## config.mk

```make
export PLATFORM = sky130hd
export DESIGN_NAME = p2s_stream
export DESIGN_NICKNAME = d
export VERILOG_FILES = /design/src/rtl/p2s_pkg.sv /design/src/rtl/p2s_shift_core.sv /design/src/rtl/p2s_stream.sv
export SDC_FILE = /design/constraint.sdc
export NUM_CORES = 1
export LEC_CHECK = 0
export CORE_MARGIN = 5
export CORE_UTILIZATION = 51
export CTS_BUF_LIST = sky130_fd_sc_hd__clkbuf_16
export CTS_CLUSTER_SIZE = 20
export DETAILED_ROUTE_END_ITERATION = 7
export MAX_ROUTING_LAYER = met4
export PLACE_DENSITY = 0.81
export SLEW_MARGIN = 20
export SYNTH_ARGS = -nofsm -noshare
export SYNTH_HDL_FRONTEND = slang
export SYNTH_HIERARCHICAL = 1
export SYNTH_SLANG_ARGS = --single-unit
export TNS_END_PERCENT = 50
```

## constraint.sdc

```tcl
create_clock -name i_clk -period 2.6 [get_ports i_clk]
set_input_delay 0.39 -clock i_clk [delete_from_list [all_inputs] [get_ports i_clk]]
set_output_delay 0.39 -clock i_clk [all_outputs]
set_load 0.01 [all_outputs]
```

## src/rtl/p2s_pkg.sv

```systemverilog
// Shared helpers for the parallel-to-serial stream converter.
package p2s_pkg;

    // Counter width that never collapses to zero bits.
    function automatic int clog2_min1(input int n);
        return (n <= 2) ? 1 : $clog2(n);
    endfunction

    // Legal configuration: whole number of symbols per word.
    function automatic bit cfg_ok(input int data_w, input int sym_w);
        return (sym_w >= 1) && (sym_w <= data_w) && ((data_w % sym_w) == 0);
    endfunction

endpackage

```

## src/rtl/p2s_shift_core.sv

```systemverilog
// Symbol shift register: loads whole words, emits SYM_W bits per accepted symbol.
module p2s_shift_core
    import p2s_pkg::*;
#(
    parameter int DATA_W    = 8,
    parameter int SYM_W     = 1,
    parameter int MSB_FIRST = 0
) (
    input  logic              i_clk,
    input  logic              i_rst_n,
    input  logic              clr,
    input  logic              ready,
    input  logic              load,
    input  logic [DATA_W-1:0] ld_data,
    input  logic              ld_last,
    output logic              take,
    output logic              sh_valid,
    output logic              sym_last,
    output logic [SYM_W-1:0]  sym
);

    localparam int N_SYM = DATA_W / SYM_W;
    localparam int CNT_W = clog2_min1(N_SYM);

    logic [DATA_W-1:0] sh_reg;
    logic [DATA_W-1:0] sh_next;
    logic [CNT_W-1:0]  cnt;
    logic              sh_last;
    logic              out_fire;
    logic              word_end;

    assign out_fire = sh_valid & ready;
    assign word_end = out_fire & (cnt == '0);
    // Stage can accept a new word when empty or finishing its last symbol.
    assign take     = !sh_valid | word_end;
    assign sym_last = sh_valid & sh_last & (cnt == '0);

    generate
        if (MSB_FIRST != 0) begin : g_sel_msb
            assign sym = sh_reg[DATA_W-1 -: SYM_W];
        end else begin : g_sel_lsb
            assign sym = sh_reg[SYM_W-1:0];
        end

        if (N_SYM == 1) begin : g_sh_one
            assign sh_next = '0;
        end else if (MSB_FIRST != 0) begin : g_sh_msb
            assign sh_next = {sh_reg[DATA_W-SYM_W-1:0], {SYM_W{1'b0}}};
        end else begin : g_sh_lsb
            assign sh_next = {{SYM_W{1'b0}}, sh_reg[DATA_W-1:SYM_W]};
        end
    endgenerate

    always_ff @(posedge i_clk or negedge i_rst_n) begin
        if (!i_rst_n) begin
            sh_reg   <= '0;
            sh_last  <= 1'b0;
            sh_valid <= 1'b0;
            cnt      <= '0;
        end else if (clr) begin
            sh_reg   <= '0;
            sh_last  <= 1'b0;
            sh_valid <= 1'b0;
            cnt      <= '0;
        end else if (take) begin
            if (load) begin
                sh_reg   <= ld_data;
                sh_last  <= ld_last;
                sh_valid <= 1'b1;
                cnt      <= CNT_W'(N_SYM - 1);
            end else begin
                sh_valid <= 1'b0;
            end
        end else if (out_fire) begin
            sh_reg <= sh_next;
            cnt    <= cnt - 1'b1;
        end
    end

endmodule

```

## src/rtl/p2s_stream.sv

```systemverilog
// Parallel-to-serial converter with a one-word holding register and
// valid/ready handshakes on both sides.
module p2s_stream
    import p2s_pkg::*;
#(
    parameter int DATA_W    = 8,
    parameter int SYM_W     = 1,
    parameter int MSB_FIRST = 0
) (
    input  logic              i_clk,
    input  logic              i_rst_n,
    input  logic              i_clr,
    input  logic [DATA_W-1:0] i_data,
    input  logic              i_last,
    input  logic              i_dv,
    output logic              o_ready,
    output logic [SYM_W-1:0]  o_data,
    output logic              o_last,
    output logic              o_dv,
    input  logic              i_ready,
    output logic              o_busy
);

    generate
        if (!cfg_ok(DATA_W, SYM_W)) begin : g_bad_cfg
            $error("p2s_stream: DATA_W must be a positive multiple of SYM_W");
        end
    endgenerate

    logic [DATA_W-1:0] hd_reg;
    logic              hd_last;
    logic              hd_valid;
    logic              take;
    logic              sh_valid;
    logic              in_fire;
    logic              load;
    logic              direct;
    logic [DATA_W-1:0] ld_data;
    logic              ld_last;

    assign o_ready = !hd_valid;
    assign in_fire = i_dv & o_ready;
    // Held word has priority over a fresh input when the shift stage frees up.
    assign load    = take & (hd_valid | in_fire);
    assign direct  = take & !hd_valid & in_fire;
    assign ld_data = hd_valid ? hd_reg  : i_data;
    assign ld_last = hd_valid ? hd_last : i_last;
    assign o_dv    = sh_valid;
    assign o_busy  = sh_valid | hd_valid;

    p2s_shift_core #(
        .DATA_W   (DATA_W),
        .SYM_W    (SYM_W),
        .MSB_FIRST(MSB_FIRST)
    ) u_core (
        .i_clk   (i_clk),
        .i_rst_n (i_rst_n),
        .clr     (i_clr),
        .ready   (i_ready),
        .load    (load),
        .ld_data (ld_data),
        .ld_last (ld_last),
        .take    (take),
        .sh_valid(sh_valid),
        .sym_last(o_last),
        .sym     (o_data)
    );

    always_ff @(posedge i_clk or negedge i_rst_n) begin
        if (!i_rst_n) begin
            hd_reg   <= '0;
            hd_last  <= 1'b0;
            hd_valid <= 1'b0;
        end else if (i_clr) begin
            hd_reg   <= '0;
            hd_last  <= 1'b0;
            hd_valid <= 1'b0;
        end else begin
            if (take & hd_valid)
                hd_valid <= 1'b0;
            // A word not taken straight into the shift stage parks here.
            if (in_fire & !direct) begin
                hd_reg   <= i_data;
                hd_last  <= i_last;
                hd_valid <= 1'b1;
            end
        end
    end

endmodule

```

-- Word-level counts from Yosys, hierarchy flattened
Cells that the tools add are included.
- $add $sub $neg: 1
- equal/unequal tests: 1
- muxes and demuxes: 23
- bitwise logic cells: 13
- reductions and logical operators: 11
- operator list (cell ; number):
    $mux W8 ; 7
    $mux W1 ; 12
    $mux W3 ; 4
    $and A1 B1 Y1 ; 10
    $reduce_bool A2 Y1 ; 3
    $reduce_bool A3 Y1 ; 2
    $reduce_and A2 Y1 ; 2
    $logic_not A1 Y1 ; 3
    $logic_not A3 Y1 ; 1
    $ne A3 B2 Y1 const B ; 1
    $or A1 B1 Y1 ; 3
    $sub A3 B1 Y3 const B ; 1
- register bits: 23
- output and inout port bits: 5

-- Depth between registers and ports, before layout
Gate-level depths: netlist (run 1).
- depth in word-level cells: 9
- mapped depth: 13
- depth with buffers taken out: 10

-- By module
Netlist (run 1), hierarchy kept.
- modules (own cells, without submodules) (module ; instances ; cells an instance ; area each (µm²)):
    p2s_shift_core ; 1 ; 74 ; 748.2
    p2s_stream ; 1 ; 56 ; 626.9

-- Worst setup path before layout (run 1)
OpenSTA, ideal clock, no wires.
- path kind: flip-flop to flip-flop
- from: reg u_core.cnt[0]
- to: reg u_core.sh_reg[3]
- setup time: 136 ps
- data arrival time: 2026 ps
- required time: 2464 ps
- path slack: 437 ps
- stages on the path, launching flop included: 12
- cell sequence: dfrtp_1 > inv_1 > ha_1 > nor2b_2 > a21boi_4 > buf_6 > inv_1 > nor2b_1 > buf_2 > or2b_1 > a221oi_1 > nor3_2
- cells in the longest elaborated chain, start to end: 6
- elaborated cells between the ends (all ways): 9
- ends and longest elaborated chain (what ; line ; RTL):
    start: declaration ; p2s_shift_core.sv:27 ; logic [CNT_W-1:0] cnt;
    start signal: assignment ; p2s_shift_core.sv:70 ; cnt <= CNT_W'(N_SYM - 1);
    start signal: assignment ; p2s_shift_core.sv:76 ; cnt <= cnt - 1'b1;
    $logic_not A3 Y1 ; p2s_shift_core.sv:33 ; assign word_end = out_fire & (cnt == '0);
    $and A1 B1 Y1 ; p2s_shift_core.sv:33 ;
    $or A1 B1 Y1 ; p2s_shift_core.sv:35 ; assign take = !sh_valid | word_end;
    via take ; p2s_stream.sv:33 ; logic take;
    $and A1 B1 Y1 ; p2s_stream.sv:44 ; assign load = take & (hd_valid | in_fire);
    via load ; p2s_stream.sv:36 ; logic load;
    $ne A3 B2 Y1 (no line) ; n/a ;
    $reduce_and A2 Y1 (no line) ; n/a ;
    end signal: assignment ; p2s_shift_core.sv:67 ; sh_reg <= ld_data;
    end signal: assignment ; p2s_shift_core.sv:75 ; sh_reg <= sh_next;
    end: declaration ; p2s_shift_core.sv:25 ; logic [DATA_W-1:0] sh_reg;
The timed path passes the listed nets, and every way through them passes these cells.
A chain may end at the register's enable or synchronous reset.

-- Worst setup path after layout (run 1)
- from: reg u_core.cnt[0]
- to: reg u_core.cnt[1]
- cells in the longest elaborated chain, start to end: 6
- elaborated cells between the ends (all ways): 11
- ends and longest elaborated chain (what ; line):
    $logic_not A3 Y1 ; p2s_shift_core.sv:33
    $and A1 B1 Y1 ; p2s_shift_core.sv:33
    $or A1 B1 Y1 ; p2s_shift_core.sv:35
    via take ; p2s_stream.sv:33
    $and A1 B1 Y1 ; p2s_stream.sv:44
    via load ; p2s_stream.sv:36
    $ne A3 B2 Y1 (no line) ; n/a
    $reduce_and A2 Y1 (no line) ; n/a
The timed path passes the listed nets, and every way through them passes these cells. The select of a mux whose other input is x is not followed.

==> results of run 1 <==
worst register-to-register path: stages, from the launching register on:
cell and delay [ns]:
dfrtp_1 0.39, inv_1 0.08, ha_1 0.16, nor2b_2 0.22
a21boi_4 0.08, inv_1 0.13, nor2b_1 0.33, mux2i_1 0.21
nor2_4 0.29, nor2_1 0.08, a311oi_1 0.25
cell families after synthesis:
group | after synthesis | share of synthesized area
adder cells (fa/ha/maj) | 2 | 0.0182
AO/OA/AOI/OAI | 18 | 0.112
AND/OR/NAND/NOR | 55 | 0.243
flip-flops | 23 | 0.419
multiplexers | 19 | 0.147
buffers and inverters | 13 | 0.0619
routing by layer:
metal	GRT usage	up-vias	share of wire
met5	-	-	0
met4	0.0364	0	0.0046
met3	0.0248	2	0.044
li1	-	487	-
met1	0.207	498	0.42
met2	0.299	20	0.53
through the flow:
step	std cells	total power (W)	hold slack, ns
5_1_grt	179	0.00111	0.513
6_report	179	0.00105	0.485
4_1_cts	179	0.00105	0.493
2_1_floorplan	130	0.000636	0.0944
3_3_place_gp	175	0.000706	0.466
3_5_place_dp	175	0.000716	0.483
cells in the mapped netlist (2+ instances only):
cell      count
nand2b_1     25
dfrtp_1      23
nor2_1       11
mux2i_1      10
mux2_2        9
a221oi_1      7
nor3_1        6
inv_1         5
buf_6         4
a21oi_1       2
ha_1          2
nor2b_1       2
nor3_2        2
o21ai_0       2
area by class of cell:
cell class	count	area, sq um
Timing Repair Buffer	23	218
Clock buffer	3	75.1
Clock inverter	1	5.00
Fill cell	211	873
Tap cell	30	37.5
Sequential cell	23	576
Inverter	5	18.8
Multi-Input combinational cell	94	719
power by group:
part | leakage (nW) | switching (W) | internal (W)
combinational | 0.339 | 0.000148 | 0.000137
sequential | 0.310 | 0.0000330 | 0.000399
clock | 0.0409 | 0.000123 | 0.000207
total | 0.690 | 0.000304 | 0.000743
path summary, 6_finish.rpt:
kind / from / to / slack [ns] / cells past startpoint
setup / recovery: u_core/cnt[0] / u_core/cnt[1] / 0.29 / 10
hold / removal: i_rst_n / hd_reg[6] / 0.49 / 2
setup reg to reg: u_core/cnt[0] / u_core/cnt[1] / 0.29 / 10
hold reg to reg: u_core/cnt[0] / u_core/cnt[0] / 0.49 / 1
max in group asynchronous: i_rst_n / hd_reg[1] / 1.88 / 2
min in group i_clk: u_core/cnt[0] / u_core/cnt[0] / 0.49 / 1
==> metrics.txt, run 1 <==
Max FO, Critical Path=13; die footprint=3830 sq um; power density over the cells=635 nW/um^2; final hold violation count=0; worst slew pin tran=0.536 ns; design area=1650 sq um; Arrival @ worst endpoint=2.46 ns; type of the most critical hold path=input pin to asynchronous set/reset pin; Worst EP required=2.75 ns; synthesized flop and latch total=23; die span in y=61.9 um; DR iter-0 viols=38; Worst-path clk slew=0.06 ns; number of synthesized flops with an enable pin=0; Synth Flop Type=dfrtp_1; wire length per cell=15.9 um; vias in the first global route=1069; Max-slew headroom=0.642; PnR worst setup slack=0.286 ns; Fin Clk Skew=0.00438 ns; status=finished clean; VDD IR-drop max=0.470 mV; critical path class=register to register; number of max-cap violations=0; most area-hungry cell type in the Yosys netlist=dfrtp_1; CP delay by family, top=simple AND/OR/NAND/NOR gates; Synth top area share=0.419; share of layout cells above drive strength 1=0.188; Mapped Cells=130; Via Count=1007; Critical Path Sink Type=register; CTS tree=yes; largest cells by area after synthesis=dfrtp_1, nand2b_1, mux2_2; post-route ant nets=0; Cell Area, Placed=1560 sq um; CTS buffer count=3; commonest non-fill, non-tap cell in the layout=nand2b_1; TNS Setup=0 ns; Seq/Total Area, Yosys=0.419; Post-synth ARST share=1.00; RSZ-0062 raised after global routing=no; fmax=0.432 GHz; synth unique cells=34; post-CTS setup buffer count=0; htree depth=1; CTS root buf=clkbuf_16; Clock Sinks=23; grt total ovfl=0; CP max stage delay=0.39 ns; IO buf count=18; global-route wire length before repair=4760 um; clk_lat worst skew=0.25 ns; Clock Path Buffers=2; Hold-fix buffers, CTS=0; Die Wd=61.9 um; Syn Nets=146; routability cong.=0.737; most used cell, CP=inv_1; residual DRC count=0; final core utilization=0.654; DR vias/cell=5.63; Mean Syn Cell Area=10.6 sq um; final wirelength=2840 um; CTS resizes=0; DP HPWL=1980 um; slowest library cell on the worst path=dfrtp_1; initial core utilization=0.545; cell area after synthesis=1380 sq um; final setup fails=0; number of antenna diodes=0; fin crit share=0.890; FP Rows=18; antenna violations before repair=0; fin crit period=2.31 ns; Ys Warns=6; # IOs=19; most frequent cells in the layout=nand2b_1, dfrtp_1, clkdlybuf4s50_1; core area=2520 sq um; P&R area growth vs syn=19.9%; worst slack, placed=0.112 ns; nets=166; P_leak=0.690 nW; Worst setup SP type=register; fin. max-slew vios=0; Total GRT Usage=0.170; Pre-antenna DRT Iters=4; worst-path cell chain=inv_1 -> ha_1 -> nor2b_2 -> a21boi_4 -> inv_1 -> nor2b_1 -> mux2i_1 -> nor2_4 -> nor2_1 -> a311oi_1; CP bufs+invs=2; pin count of the biggest net entering global routing=24
Power figures use the tool's default switching activity.
==> run 2: changes to the inputs <==
--- a/config.mk
+++ b/config.mk
@@ -10,7 +10,6 @@
 export CTS_BUF_LIST = sky130_fd_sc_hd__clkbuf_16
 export CTS_CLUSTER_SIZE = 20
 export DETAILED_ROUTE_END_ITERATION = 7
-export MAX_ROUTING_LAYER = met4
 export PLACE_DENSITY = 0.81
 export SLEW_MARGIN = 20
 export SYNTH_ARGS = -nofsm -noshare
==> run 2 against run 1 <==
Against the previous run:
- clock skew about the same
- worst setup slack got worse by 0.014 ns
- core utilization unchanged
- final cell count unchanged
- sequential power about the same
- clock power about the same
- design area unchanged
- sequential cell count unchanged
- register-to-register slack about the same
- highest routed layer unchanged
==> metrics.txt, run 2 (same netlist as run 1, synthesis figures left out) <==
post-route ant nets=0; type of the most critical hold path=input pin to asynchronous set/reset pin; wire length per cell=15.8 um; Net Sw Frac=0.290; Clock Sinks=23; die span in y=61.9 um; sw power=0.000303 W; Die Wd=61.9 um; Via Count=1007; non-filler instance count after layout=179; nets=166; Arrival @ worst endpoint=2.48 ns; Clk network pwr share=0.314; CTS tree=yes; design area=1650 sq um; Worst EP required=2.75 ns; internal power=0.000743 W; most used cell, CP=inv_1; Total GRT Usage=0.165; crit path from=u_core/cnt[0]; final wirelength=2830 um; CTS resizes=0; fin crit period=2.33 ns; DP HPWL=1980 um; Reg2Reg Launch Point=u_core/cnt[0]; TNS Setup=0 ns; Pre-antenna DRT Iters=4; share of layout cells above drive strength 1=0.188; number of antenna diodes=0; post-CTS setup buffer count=0; dpl cells=175; initial core utilization=0.545; worst-path cell chain=inv_1 -> ha_1 -> nor2b_2 -> a21boi_4 -> inv_1 -> nor2b_1 -> mux2i_1 -> nor2_4 -> nor2_1 -> a311oi_1; residual DRC count=0; critical path class=register to register; Clock Path Buffers=2; VDD IR-drop max=0.470 mV; vias in the first global route=1064; power density over the cells=634 nW/um^2; CP max stage delay=0.39 ns; fin. max-slew vios=0; CTS buffer count=3; Cell Area, Placed=1560 sq um; Fin Clk Skew=0.00392 ns; # IOs=19; number of max-cap violations=0; grt total ovfl=0; P_leak=0.690 nW; Power Total=0.00105 W; Max FO, Critical Path=13; clk_lat worst skew=0.25 ns; fin crit share=0.896; final setup fails=0; Hold-fix buffers, CTS=0; P&R area growth vs syn=19.9%; antenna violations before repair=0; DR vias/cell=5.63; fmax=0.429 GHz; slowest library cell on the worst path=dfrtp_1; status=finished clean; htree depth=1; Worst setup SP type=register; routability cong.=0.729; Max-slew headroom=0.641; worst slew pin tran=0.537 ns; Fill cells=211; core area=2520 sq um; combinational fraction of design power=0.273; CTS root buf=clkbuf_16; final hold violation count=0; commonest non-fill, non-tap cell in the layout=nand2b_1; Worst-path clk slew=0.06 ns; die footprint=3830 sq um; sequential share of power=0.413; RSZ-0062 raised after global routing=no; most frequent cells in the layout=nand2b_1, dfrtp_1, clkdlybuf4s50_1; IO buf count=18; FP Rows=18; pin count of the biggest net entering global routing=24; global-route wire length before repair=4760 um; Min Hold Slack=0.486 ns; Critical Path Sink Type=register; DR iter-0 viols=39
run 2: final timing paths:
| path | depth (start not counted) | slack, ns | end |
|---|---|---|---|
| worst max-delay path | 10 | 0.27 | u_core/cnt[1] |
| worst min-delay path | 2 | 0.49 | hd_reg[6] |
| worst max register to register | 10 | 0.27 | u_core/cnt[1] |
| worst min register to register | 1 | 0.49 | u_core/cnt[0] |
| max in group asynchronous | 2 | 1.88 | hd_reg[1] |
| min in group i_clk | 1 | 0.49 | u_core/cnt[0] |
run 2: final cells by class:
type / instances / area [sq um] / area share
Multi-Input combinational cell: 94 / 719 / 0.436
Sequential cell: 23 / 576 / 0.349
Timing Repair Buffer: 23 / 218 / 0.132
Clock buffer: 3 / 75.1 / 0.0455
Tap cell: 30 / 37.5 / 0.0228
Inverter: 5 / 18.8 / 0.0114
Clock inverter: 1 / 5.00 / 0.00303
run 2: worst max-delay path, delay by kind of cell (launching register included):
| kind | cells | cell delay (ns) |
|---|---|---|
| compound gates | 2 | 0.33 |
| mux | 1 | 0.21 |
| fa+ha+maj | 1 | 0.16 |
| flops | 1 | 0.39 |
| buf+inv | 2 | 0.21 |
| simple gates | 4 | 0.93 |
run 2: metal layers:
metal	vias up	GRT usage	wire length [um]
met4	0	0.0364	13
met1	493	0.208	1180
met2	25	0.297	1510
li1	487	-	-
met5	-	0	0
met3	2	0.0248	115
run 2: power groups by stage:
stage	registers, W	clock network (W)	logic (W)
detailed placement	0.000437	0	0.000279
global placement	0.000434	0	0.000271
global route	0.000437	0.000350	0.000318
finish	0.000432	0.000328	0.000285
CTS	0.000431	0.000336	0.000284
floorplan	0.000429	0	0.000207
run 2: per-stage QoR:
stage               worst slack, ns   util
floorplan                     0.437      -
global placement              0.222  0.620
detailed placement            0.112  0.620
CTS                           0.158  0.652
global route                 0.0976  0.654
finish                        0.272  0.654
==> run 3: changes to the inputs <==
--- a/config.mk
+++ b/config.mk
@@ -5,6 +5,7 @@
 export SDC_FILE = /design/constraint.sdc
 export NUM_CORES = 1
 export LEC_CHECK = 0
+export ABC_AREA = 1
 export CORE_MARGIN = 5
 export CORE_UTILIZATION = 51
 export CTS_BUF_LIST = sky130_fd_sc_hd__clkbuf_16
==> run 3 against run 2 <==
Against the previous run:
- clock skew down 0.0019 ns
- first-iteration DRC count grew 69%
- sequential share of layout area decreased by 0.83 points
- final cell count up 34%
- largest power group unchanged
==> metrics.txt, run 3 <==
final wirelength=2930 um; FP Rows=19; Worst setup SP type=register; most area-hungry cell type in the Yosys netlist=dfrtp_1; Reg2Reg Launch Point=u_core/cnt[0]; CTS tree=yes; Max-slew headroom=0.648; Reg2Reg Depth=11; die span in y=63.6 um; Syn Nets=210; non-filler instance count after layout=240; hold_sp=u_core/cnt[1]; worst-path cell chain=nand2_1 -> nor2_1 -> clkdlybuf4s50_1; initial core utilization=0.530; Seq/Total Area, Yosys=0.393; core area=2760 sq um; slowest library cell on the worst path=dfrtp_1; post-route ant nets=0; reg-to-reg endpoint=u_core/sh_reg[7]; share of layout cells above drive strength 1=0.124; post-CTS setup buffer count=0; IO buf count=18; Mean Syn Cell Area=7.54 sq um; number of antenna diodes=0; Fin Clk Skew=0.00200 ns; die footprint=4040 sq um; most frequent cells in the layout=nand2_1, inv_1, nand3_1; Critical Path Sink Type=output pin; top-count cell post-synth=nand2_1; DR vias/cell=5.09; Hold-fix buffers, CTS=0; r2r setup slk=0.57 ns; P_leak=0.869 nW; dpl cells=236; grt total ovfl=0; Ys Warns=6; CTS buffer count=3; power density over the cells=680 nW/um^2; cell area after synthesis=1460 sq um; Max FO, Critical Path=13; P&R area growth vs syn=15.5%; routability cong.=0.802; wire length per cell=12.2 um; synth unique cells=25; Via Count=1222; Arrival @ worst endpoint=1.69 ns; DR iter-0 viols=66; Clock Path Buffers=2; fmax=0.482 GHz; Pre-antenna DRT Iters=4; CP max stage delay=0.67 ns; nets=226; VDD IR-drop max=0.461 mV; DP HPWL=2070 um; fin. max-slew vios=0; CTS resizes=0; type of the most critical hold path=register to register; worst slew pin tran=0.528 ns; largest cells by area after synthesis=dfrtp_1, nand2_1, nand3_1; Total GRT Usage=0.159; Worst EP required=2.21 ns; pin count of the biggest net entering global routing=24; residual DRC count=0; # IOs=19; CTS root buf=clkbuf_16; Min-Delay Endpoint=u_core/cnt[1]; WHS Path Cells=2; Power Total=0.00115 W; global-route wire length before repair=5220 um; status=finished clean; htree depth=1; TNS Setup=0 ns; Post-synth ARST share=1.00; fin crit share=0.798; Mapped Cells=194; synthesized flop and latch total=23; number of synthesized flops with an enable pin=0; Synth Flop Type=dfrtp_1; Die Wd=63.6 um; critical path class=register to output pin; Worst-path clk slew=0.06 ns; most frequent cells after synthesis=nand2_1, nand3_1, inv_1; antenna violations before repair=0; clk_lat worst skew=0.26 ns; final setup fails=0; Clock Sinks=23; Synth top area share=0.393; commonest non-fill, non-tap cell in the layout=nand2_1; number of max-cap violations=0; final hold violation count=0; fin crit period=2.08 ns; vias in the first global route=1194; RSZ-0062 raised after global routing=no
[run 3: worst max path at each step]
stage | startpoint | cells past startpoint | slack [ns] | endpoint
2_1_floorplan | u_core/cnt[0] | 13 | 0.75 | u_core/sh_reg[0]
3_3_place_gp | i_ready | 10 | 0.42 | u_core/sh_reg[3]
3_5_place_dp | i_ready | 10 | 0.36 | u_core/sh_reg[7]
4_1_cts | u_core/sh_valid | 3 | 0.50 | o_last
5_1_grt | u_core/cnt[0] | 11 | 0.39 | u_core/sh_reg[6]
6_report | u_core/sh_valid | 3 | 0.52 | o_last
[run 3: stage by stage]
| stage | util | cell area [sq um] | hold slack (ns) | setup slack, ns |
|---|---|---|---|---|
| 6_report | 0.613 | 1690 | 0.483 | 0.525 |
| 4_1_cts | 0.613 | 1690 | 0.483 | 0.503 |
| 5_1_grt | 0.613 | 1690 | 0.505 | 0.386 |
| 3_5_place_dp | 0.584 | 1610 | 0.471 | 0.357 |
| 2_1_floorplan | - | 1460 | 0.0944 | 0.747 |
| 3_3_place_gp | 0.584 | 1610 | 0.467 | 0.418 |
[run 3: worst max-delay path: cells and delay by family (launching register included)]
| family | cells | cell delay [ns] |
|---|---|---|
| flops | 1 | 0.67 |
| buf+inv | 1 | 0.54 |
| simple gates | 2 | 0.21 |
[run 3: routing by layer]
layer | vias up | track usage | routed length, um
li1 | 634 | - | -
met1 | 552 | 0.193 | 1340
met2 | 29 | 0.260 | 1390
met3 | 7 | 0.0391 | 132
met4 | 0 | 0.0779 | 65
met5 | - | 0 | 0
[run 3: cell type report]
| class | count | area (sq um) |
|---|---|---|
| fillers | 265 | 1070 |
| multi-input cells | 130 | 681 |
| flip-flops and latches | 23 | 576 |
| repair buffers | 20 | 195 |
| inverters | 32 | 120 |
| clock buffers | 3 | 75.1 |
| well taps | 31 | 38.8 |
| clock inverters | 1 | 3.75 |
[run 3: kinds of logic after synthesis]
logic type                 after synthesis  share of synthesized area
and+or+nand+nor                        105                      0.344
adders and majority gates                2                     0.0171
buffers and inverters                   41                      0.141
DFF                                     23                      0.393
AOI/OAI and AO/OA                       22                     0.0984
xor gates and xnor gates                 1                    0.00599
[run 3: report_power, final]
part           switching, W  internal, W
combinational      0.000208     0.000142
sequential        0.0000511     0.000418
clock              0.000125     0.000205
